[src/rtl/cpu_pkg.sv]
// Shared definitions for the 16-bit RISC multi-cycle core.
// Contents:
//   - opcode constants OP_ADD..OP_STORE (0-7); opcodes 8-15 are illegal
//   - ALU operation constants used by the controller for non-R-type work
//   - controller state encoding and the matching enum type
//   - is_illegal(): decode helper for the illegal-opcode check
package cpu_pkg;

    localparam logic [3:0] OP_ADD   = 4'd0;
    localparam logic [3:0] OP_SUB   = 4'd1;
    localparam logic [3:0] OP_AND   = 4'd2;
    localparam logic [3:0] OP_OR    = 4'd3;
    localparam logic [3:0] OP_XOR   = 4'd4;
    localparam logic [3:0] OP_BEQ   = 4'd5;
    localparam logic [3:0] OP_LOAD  = 4'd6;
    localparam logic [3:0] OP_STORE = 4'd7;

    localparam logic [3:0] ALU_ADD = 4'b0000;
    localparam logic [3:0] ALU_SUB = 4'b0001;

    localparam logic [2:0] ST_IDLE   = 3'd0;
    localparam logic [2:0] ST_FETCH  = 3'd1;
    localparam logic [2:0] ST_DECODE = 3'd2;
    localparam logic [2:0] ST_EXEC   = 3'd3;
    localparam logic [2:0] ST_MEM    = 3'd4;
    localparam logic [2:0] ST_WB     = 3'd5;
    localparam logic [2:0] ST_HALT   = 3'd6;

    typedef enum logic [2:0] {
        S_IDLE   = ST_IDLE,
        S_FETCH  = ST_FETCH,
        S_DECODE = ST_DECODE,
        S_EXEC   = ST_EXEC,
        S_MEM    = ST_MEM,
        S_WB     = ST_WB,
        S_HALT   = ST_HALT
    } state_t;

    // Only opcodes 0-7 are defined, so the MSB alone flags an illegal one.
    function automatic logic is_illegal(input logic [3:0] op);
        return op[3];
    endfunction

endpackage

[src/rtl/multicycle_controller_if.sv]
// Memory handshake bundle between the controller and the instruction/data
// memories.
//   imem_req   : instruction fetch request (controller -> imem)
//   imem_ready : instruction data valid (imem -> controller)
//   dmem_req   : data memory request (controller -> dmem)
//   dmem_we    : data memory write, meaningful while dmem_req=1
//   dmem_ready : data access complete (dmem -> controller)
// master = controller side, slave = memory side.
interface multicycle_controller_if;
    logic imem_req;
    logic imem_ready;
    logic dmem_req;
    logic dmem_we;
    logic dmem_ready;

    modport master (
        output imem_req, dmem_req, dmem_we,
        input  imem_ready, dmem_ready
    );

    modport slave (
        input  imem_req, dmem_req, dmem_we,
        output imem_ready, dmem_ready
    );
endinterface

[src/rtl/multicycle_controller_mem_wait_timer.sv]
// Wait-state counter shared by the FETCH and MEM handshakes.
//   clk, reset : system clock, synchronous active-high reset
//   clear      : clear the count (asserted on every state change)
//   inc        : one more cycle spent waiting for ready
//   limit_hit  : this is the WAIT_LIMIT-th consecutive wait cycle, so a
//                missing ready now means timeout
module mem_wait_timer #(
    parameter int WAIT_LIMIT = 15
) (
    input  logic clk,
    input  logic reset,
    input  logic clear,
    input  logic inc,
    output logic limit_hit
);

    localparam int W = $clog2(WAIT_LIMIT + 1);

    logic [W-1:0] count;

    // count holds the number of wait cycles already spent in the current
    // state, so it reads WAIT_LIMIT-1 during the WAIT_LIMIT-th cycle.
    always_ff @(posedge clk) begin
        if (reset || clear) begin
            count <= '0;
        end else if (inc && !limit_hit) begin
            count <= count + W'(1);
        end
    end

    assign limit_hit = (count == W'(WAIT_LIMIT - 1));

endmodule

[src/rtl/multicycle_controller.sv]
// Multi-cycle control FSM for the 16-bit RISC core.
//   clk, reset   : system clock, synchronous active-high reset
//   run          : level enable; FSM leaves IDLE only while run=1
//   opcode       : decoded opcode (0-4 R-type, 5 BEQ, 6 LOAD, 7 STORE)
//   alu_zero     : ALU zero flag, used by BEQ in EXEC
//   mem          : imem/dmem req/ready handshakes (master side)
//   ir_write     : load instruction register
//   alu_op       : ALU operation select
//   alu_src_imm  : ALU B operand is the immediate
//   reg_write    : register file write enable
//   wb_sel_mem   : writeback data from memory
//   pc_write     : PC update strobe; pc_src selects PC+1 (0) or PC+1+imm (1)
//   fault        : sticky illegal-opcode / memory-timeout flag
//   busy         : high outside IDLE and HALT
//   instr_count  : retired instructions, wraps modulo 2^CNT_W
module multicycle_controller
    import cpu_pkg::*;
#(
    parameter int WAIT_LIMIT = 15,
    parameter int CNT_W      = 16
) (
    input  logic                   clk,
    input  logic                   reset,
    input  logic                   run,
    input  logic [3:0]             opcode,
    input  logic                   alu_zero,
    multicycle_controller_if.master mem,
    output logic                   ir_write,
    output logic [3:0]             alu_op,
    output logic                   alu_src_imm,
    output logic                   reg_write,
    output logic                   wb_sel_mem,
    output logic                   pc_write,
    output logic                   pc_src,
    output logic                   fault,
    output logic                   busy,
    output logic [CNT_W-1:0]       instr_count
);

    state_t state_q, state_d;
    logic   retire;
    logic   fault_set;
    logic   wait_inc;
    logic   limit_hit;

    // The timer restarts whenever the FSM changes state, so FETCH and MEM
    // each get a fresh WAIT_LIMIT budget.
    mem_wait_timer #(.WAIT_LIMIT(WAIT_LIMIT)) u_timer (
        .clk       (clk),
        .reset     (reset),
        .clear     (state_d != state_q),
        .inc       (wait_inc),
        .limit_hit (limit_hit)
    );

    // State, sticky fault and the retirement counter.
    always_ff @(posedge clk) begin
        if (reset) begin
            state_q     <= S_IDLE;
            fault       <= 1'b0;
            instr_count <= '0;
        end else begin
            state_q <= state_d;
            if (fault_set) begin
                fault <= 1'b1;
            end
            if (retire) begin
                instr_count <= instr_count + CNT_W'(1);
            end
        end
    end

    // Next-state and datapath enables. Retiring instructions return to
    // FETCH, or park in IDLE when run has been dropped meanwhile.
    always_comb begin
        state_d      = state_q;
        ir_write     = 1'b0;
        mem.imem_req = 1'b0;
        mem.dmem_req = 1'b0;
        mem.dmem_we  = 1'b0;
        alu_op       = ALU_ADD;
        alu_src_imm  = 1'b0;
        reg_write    = 1'b0;
        wb_sel_mem   = 1'b0;
        pc_write     = 1'b0;
        pc_src       = 1'b0;
        retire       = 1'b0;
        fault_set    = 1'b0;
        wait_inc     = 1'b0;

        case (state_q)
            S_IDLE: begin
                if (run) begin
                    state_d = S_FETCH;
                end
            end
            S_FETCH: begin
                mem.imem_req = 1'b1;
                if (mem.imem_ready) begin
                    ir_write = 1'b1;
                    state_d  = S_DECODE;
                end else begin
                    wait_inc = 1'b1;
                    if (limit_hit) begin
                        fault_set = 1'b1;
                        state_d   = S_HALT;
                    end
                end
            end
            S_DECODE: begin
                if (is_illegal(opcode)) begin
                    fault_set = 1'b1;
                    state_d   = S_HALT;
                end else begin
                    state_d = S_EXEC;
                end
            end
            S_EXEC: begin
                case (opcode)
                    OP_BEQ: begin
                        alu_op   = ALU_SUB;
                        pc_write = 1'b1;
                        pc_src   = alu_zero;
                        retire   = 1'b1;
                        state_d  = run ? S_FETCH : S_IDLE;
                    end
                    OP_LOAD, OP_STORE: begin
                        alu_op      = ALU_ADD;
                        alu_src_imm = 1'b1;
                        state_d     = S_MEM;
                    end
                    default: begin
                        alu_op  = opcode;
                        state_d = S_WB;
                    end
                endcase
            end
            S_MEM: begin
                mem.dmem_req = 1'b1;
                mem.dmem_we  = (opcode == OP_STORE);
                if (mem.dmem_ready) begin
                    if (opcode == OP_STORE) begin
                        pc_write = 1'b1;
                        retire   = 1'b1;
                        state_d  = run ? S_FETCH : S_IDLE;
                    end else begin
                        state_d = S_WB;
                    end
                end else begin
                    wait_inc = 1'b1;
                    if (limit_hit) begin
                        fault_set = 1'b1;
                        state_d   = S_HALT;
                    end
                end
            end
            S_WB: begin
                reg_write  = 1'b1;
                wb_sel_mem = (opcode == OP_LOAD);
                pc_write   = 1'b1;
                retire     = 1'b1;
                state_d    = run ? S_FETCH : S_IDLE;
            end
            S_HALT: begin
                state_d = S_HALT;
            end
            default: begin
                state_d = S_IDLE;
            end
        endcase
    end

    assign busy = (state_q != S_IDLE) && (state_q != S_HALT);

endmodule

[src/flat_wrapper.sv]
// flat-port wrapper written by rule: the top's interface ports become plain ports
module multicycle_controller_flat import cpu_pkg::*;
#(
    parameter int WAIT_LIMIT = 15,
    parameter int CNT_W      = 16
)
  (clk, reset, run, opcode, alu_zero, ir_write, alu_op, alu_src_imm, reg_write, wb_sel_mem, pc_write, pc_src, fault, busy, instr_count, mem_imem_req, mem_dmem_req, mem_dmem_we, mem_imem_ready, mem_dmem_ready);
  multicycle_controller_if mem_i ();
  input  logic clk;
  input  logic reset;
  input  logic run;
  input  logic [3:0] opcode;
  input  logic alu_zero;
  output logic ir_write;
  output logic [3:0] alu_op;
  output logic alu_src_imm;
  output logic reg_write;
  output logic wb_sel_mem;
  output logic pc_write;
  output logic pc_src;
  output logic fault;
  output logic busy;
  output logic [CNT_W-1:0] instr_count;
  output wire logic [$bits(mem_i.imem_req)-1:0] mem_imem_req;
  output wire logic [$bits(mem_i.dmem_req)-1:0] mem_dmem_req;
  output wire logic [$bits(mem_i.dmem_we)-1:0] mem_dmem_we;
  input wire logic [$bits(mem_i.imem_ready)-1:0] mem_imem_ready;
  input wire logic [$bits(mem_i.dmem_ready)-1:0] mem_dmem_ready;
  assign mem_imem_req = mem_i.imem_req;
  assign mem_dmem_req = mem_i.dmem_req;
  assign mem_dmem_we = mem_i.dmem_we;
  assign mem_i.imem_ready = mem_imem_ready;
  assign mem_i.dmem_ready = mem_dmem_ready;
  multicycle_controller #(.WAIT_LIMIT(WAIT_LIMIT), .CNT_W(CNT_W)) u_core (.clk(clk), .reset(reset), .run(run), .opcode(opcode), .alu_zero(alu_zero), .mem(mem_i), .ir_write(ir_write), .alu_op(alu_op), .alu_src_imm(alu_src_imm), .reg_write(reg_write), .wb_sel_mem(wb_sel_mem), .pc_write(pc_write), .pc_src(pc_src), .fault(fault), .busy(busy), .instr_count(instr_count));
endmodule
[config.mk]
export PLATFORM = sky130hd
export DESIGN_NAME = multicycle_controller_flat
export DESIGN_NICKNAME = d
export VERILOG_FILES = /design/src/rtl/cpu_pkg.sv /design/src/rtl/multicycle_controller_if.sv /design/src/rtl/multicycle_controller_mem_wait_timer.sv /design/src/rtl/multicycle_controller.sv /design/src/flat_wrapper.sv
export SDC_FILE = /design/constraint.sdc
export NUM_CORES = 1
export LEC_CHECK = 0
export CORE_MARGIN = 5
export CORE_UTILIZATION = 48
export DETAILED_ROUTE_END_ITERATION = 8
export GPL_TIMING_DRIVEN = 0
export PLACE_DENSITY = 0.82
export SETUP_SLACK_MARGIN = 0.1
export SLEW_MARGIN = 25
export SYNTH_ARGS = -nofsm -noshare
export SYNTH_HDL_FRONTEND = slang
export SYNTH_HIERARCHICAL = 1
export SYNTH_SLANG_ARGS = --single-unit
[constraint.sdc]
create_clock -name clk -period 2.1 [get_ports clk]
set_input_delay 0.42 -clock clk [delete_from_list [all_inputs] [get_ports clk]]
set_output_delay 0.42 -clock clk [all_outputs]
set_load 0.1 [all_outputs]
Yosys cells after proc, flatten, opt, wreduce, memory -nomap -nowiden

Index checks and enable logic that the tools add are counted.

Bits in registers: 24
Bits of input ports: 10
Output and inout bits: 31
Word-level logic and storage cells: 59

Add/sub/neg operators: 2
Equality and inequality tests: 12
Muxes and demuxes: 34
Reduce and logical (&&, ||, !) cells: 7

Operators by type and width:

| operator                | count |
|---|---|
| $mux W1                 | 21 |
| $pmux W3 S7             | 1 |
| $mux W3                 | 6 |
| $add A16 B1 Y16 const B | 1 |
| $eq A4 B3 Y1 const B    | 3 |
| $eq A3 B3 Y1 const B    | 3 |
| $pmux W4 S2             | 1 |
| $eq A3 B2 Y1 const B    | 2 |
| $pmux W1 S3             | 2 |
| $pmux W3 S2             | 1 |
| $add A4 B1 Y4 const B   | 1 |
| $eq A4 B4 Y1 const B    | 1 |
| $mux W4                 | 1 |
| $eq A3 B1 Y1 const B    | 1 |
| $logic_not A3 Y1        | 1 |
| $ne A3 B3 Y1            | 1 |
| $ne A3 B3 Y1 const B    | 1 |
| $reduce_bool A3 Y1      | 1 |
| $logic_and A1 B1 Y1     | 2 |
| $pmux W1 S2             | 1 |
| $reduce_or A2 Y1        | 1 |
| $logic_not A1 Y1        | 1 |
| $logic_or A1 B1 Y1      | 1 |

Depth between registers and ports, before layout

Depth in word-level cells: 6
Gate-level depth with buffers: 12
Gate-level depth less buffers: 12

Modules after synthesis

The synthesis kept the hierarchy.

Modules (own cells, without submodules):

| module                | times used | cells each | area an instance (um^2) | sequential area each (um^2) |
|---|---|---|---|---|
| multicycle_controller | 1          | 162        | 1307.5                  | 400.4 |
| mem_wait_timer        | 1          | 24         | 216.5                   | 80.1 |

Worst setup path after synthesis

Ideal clock, no wire load.

Path kind: flip-flop to output port
From: register u_core.state_q[2]
To: output wb_sel_mem
Arrival: 3.563 ns
Required time: 1.680 ns
Slack: -1.883 ns
Cell stages (with the launch flop): 6
Path buffers: 2
Cell sequence: dfxtp_1 > and2b_1 > and2_1 > buf_4 > buf_2 > nor3b_1

Longest elaborated chain between the ends: 2

RTL lines:

| element                | line                        | RTL |
|---|---|---|
| start, declared        | multicycle_controller.sv:40 | `state_t state_q, state_d;` |
| start signal, assigned | multicycle_controller.sv:63 | `state_q <= state_d;` |
| $eq A3 B3 Y1           | multicycle_controller.sv:91 | `case (state_q)` |
| $mux W1                | multicycle_controller.sv:91 |  |
| end, declared          | flat_wrapper.sv:18          | `output logic wb_sel_mem;` |

No other way between the ends.

Final worst setup path

From: register u_core.state_q[1]
To: output wb_sel_mem

The elaborated chain is that of the path after synthesis.

==> results.py <==
metrics = {
    "synthesis": {
        "synth_area_mm2": 0.001524,
        "netlist.top_cell.by_area": "dfxtp_1",
        "synth_area_per_cell_um2": 8.193,
        "yosys-top-cells-area": "dfxtp_1, nor2_1, xor2_1",
        "syn_inst": 186,
        "yosysWarnings": 6,
        "synth-seq-cells": 24,
        "synth_edf_count": 0,
        "async_reset_ff_share_pct": 0,
        "synth_flop_cell": "dfxtp_1",
        "synth_top_cell_area_share_pct": 31.53,
        "yosysSeqAreaShare_pct": 31.53,
        "mappedNetlistNets": 199,
        "synth_cell_types": 54,
        "ys_top_cells_by_count": "nor2_1, dfxtp_1, o21ai_0",
        "synth_most_common_cell": "nor2_1",
    },
    "clocking": {
        "clockBufferDepth": 2,
        "cts.htree.levels": 1,
        "cts.sinks": 24,
        "clkTransAtPathRegs_ns": 0.14,
        "cts_tree": "built",
        "clkLatencyLatePin_ns": 0.32,
        "clockRootBuffer": "clkbuf_4",
        "postCtsHoldBufs": 0,
        "cts_buffers": 3,
    },
    "critical_path": {
        "start_kind": "flip-flop",
        "crit_chain": "and2b_2, and2_4, buf_6, buf_12, nor3b_4, buf_12",
        "crit_slowest_cell": "dfxtp_2",
        "critical_path.max_stage_delay_ns": 0.35,
        "worstPathArrival_ns": 1.65,
        "cpMostUsedCell": "buf_12",
        "endpoint_kind": "output port",
        "critPathKind": "reg -> out",
        "cp.required_ns": 1.68,
        "critPathMaxFanout": 3,
    },
    "floorplan": {
        "fp-row-count": 20,
        "core_area_mm2": 0.003053,
        "die_y_um": 66.35,
        "ios": 41,
        "die_w_um": 66.35,
        "start_util_pct": 49.92,
        "die_area_mm2": 0.004402,
    },
    "place": {
        "place.gp.congestion": 0.8564,
        "place_ws_ns": -1.218,
        "dp_hpwl_mm": 3.026,
        "port_buffers": 40,
    },
    "timing": {
        "maxSlewViolCount": 0,
        "period_needed_ns": 2.069,
        "finalHoldViolations": 0,
        "setup_viol": 0,
        "worst_pin_slew_ns": 0.9593,
        "rsz0062_at_grt": "true",
        "worst_slack_ns": 0.03137,
        "period_share_pct": 98.51,
        "timing.fmax_mhz": 483.4,
        "relSlewSlack_pct": 36.30,
        "fin_skew_ns": 0.01025,
    },
    "pwr": {
        "p_clk_share_pct": 19.6,
        "power_mw": 1.278,
        "leakage_nw": 0.9625,
        "p_per_area_mw_per_mm2": 548.7,
        "power.switching_uw": 501.3,
        "internal_power_uw": 777.0,
        "pwr-share-seq_pct": 38.0,
        "vdd_drop_max_uv": 538.1,
        "power_frac_comb_pct": 42.4,
        "p_sw_share_pct": 39.22,
    },
    "route": {
        "vias": 1668,
        "initialDrtViolationCount": 101,
        "vias_per_cell": 5.772,
        "dr.pass1.iters": 4,
        "drc": 0,
        "routedWlPerCell_um": 15.20,
        "routed_wl_mm": 4.392,
        "antenna_left": 0,
    },
    "global_routing": {
        "grt_overflow": 0,
        "grt_max_degree": 14,
        "grt_pass1_vias": 1511,
        "met1_usage_pct": 25.90,
        "grt_pass1_wl_mm": 6.768,
        "grt.busiest_layer": "met2",
        "met2_usage_pct": 31.60,
        "grt_usage_pct": 19.51,
        "use_met3_pct": 2.721,
        "antenna_found_initial": 0,
    },
    "min_path": {
        "hp-class": "reg -> reg",
    },
    "cells_and_area": {
        "nets": 259,
        "area_growth_syn_to_layout_pct": 52.87,
        "drive_gt1_share_pct": 40.82,
        "n_antenna_cell": 0,
    },
    "outcome": {
        "status": "finished clean",
    },
    "job": {
        "cap_violations": 0,
    },
}
-- metrics by stage --
stage,TNS [ns],utilization (%),instances,hold WS (ns),instance area [µm²]
after detailed placement,-15.52,67.91,270,0.4637,2073
after global placement,-13.98,67.91,270,0.4550,2073
after floorplan,-0.1784,-,186,0.4617,1618
after global routing,-0.02289,76.31,289,0.5281,2330
final,0,76.31,289,0.4889,2330
after CTS,-0.06051,71.07,279,0.4798,2170
-- registers in the layout, indices dropped and copies added (netlist names) --
name,cells
u_core/state_q,3
u_core/u_timer/count,4
u_core/fault,1
u_core/instr_count,16
-- repair_timing --
action / in CTS / in global routing
gates resized for setup: 141 / 38
endpoints found under the setup margin: 38 / 25
pin swaps: 4 / 5
setup buffers: 5 / 10
-- worst max-delay path, delay by kind of cell, from the launching register on --
kind                   cells  cell delay (ns)
and+or+nand+nor            3             0.57
buffers and inverters      3             0.41
DFF                        1             0.35
-- layout make-up --
type / instances / area, µm²
Tap cell: 44 / 55.05
Clock buffer: 4 / 36.28
Fill cell: 222 / 723.2
Sequential cell: 24 / 501.7
Timing Repair Buffer: 55 / 544.3
Buffer: 10 / 75.07
Inverter: 7 / 32.53
Multi-Input combinational cell: 145 / 1085
-- power by group through the flow --
| stage | sequential, mW | clock (mW) | combinational (mW) |
|---|---|---|---|
| after floorplan | 0.511 | 0 | 0.323 |
| after global placement | 0.494 | 0 | 0.436 |
| after detailed placement | 0.495 | 0 | 0.444 |
| after CTS | 0.488 | 0.257 | 0.456 |
| after global routing | 0.489 | 0.273 | 0.571 |
| final | 0.486 | 0.251 | 0.542 |
-- cells in the final DEF (no fill, tap or decap), drive strengths merged, types with 2 or more instances in the layout --
cell type,count
buf,33
nor2,30
dfxtp,24
o21ai,15
clkbuf,13
xor2,11
clkdlybuf4s15,11
nand3,9
a21oi,8
dlygate4sd2,7
nand2,7
inv,6
o211ai,5
nand4,5
clkdlybuf4s50,4
and3,4
or3,4
nand3b,3
ha,3
and2,3
nand2b,3
nor2b,3
nor3b,3
nor3,3
o2111ai,2
and3b,2
o2bb2ai,2
o21bai,2
a21o,2
-- kinds of logic after synthesis --
kind of cell | Yosys count | share of synthesized area [%]
flip-flops | 24 | 31.53
buffers and inverters | 17 | 5.253
AND/OR/NAND/NOR | 84 | 32.76
adder cells (fa/ha/maj) | 3 | 2.463
multiplexers | 1 | 0.7389
AO/OA/AOI/OAI | 45 | 20.36
XOR/XNOR | 12 | 6.896
-- path summary, 6_finish.rpt --
check                                                     startpoint                                   end  slack (ns)  cells after the start
worst max-delay path                    u_core/state_q[1]$_SDFF_PP0_                            wb_sel_mem        0.03                      6
worst min-delay path              u_core/instr_count[1]$_SDFFE_PP0P_    u_core/instr_count[1]$_SDFFE_PP0P_        0.49                      2
worst max register to register  u_core/u_timer/count[0]$_SDFFE_PP0P_  u_core/u_timer/count[3]$_SDFFE_PP0P_        0.21                     12
worst min register to register    u_core/instr_count[1]$_SDFFE_PP0P_    u_core/instr_count[1]$_SDFFE_PP0P_        0.49                      2
-- layer usage --
metal	wire (µm)	part of all wire (%)
met1	1990	45
met2	2081	47
met3	253	5.8
met4	67	1.5
met5	0	0
Power figures use the tool's default switching activity.
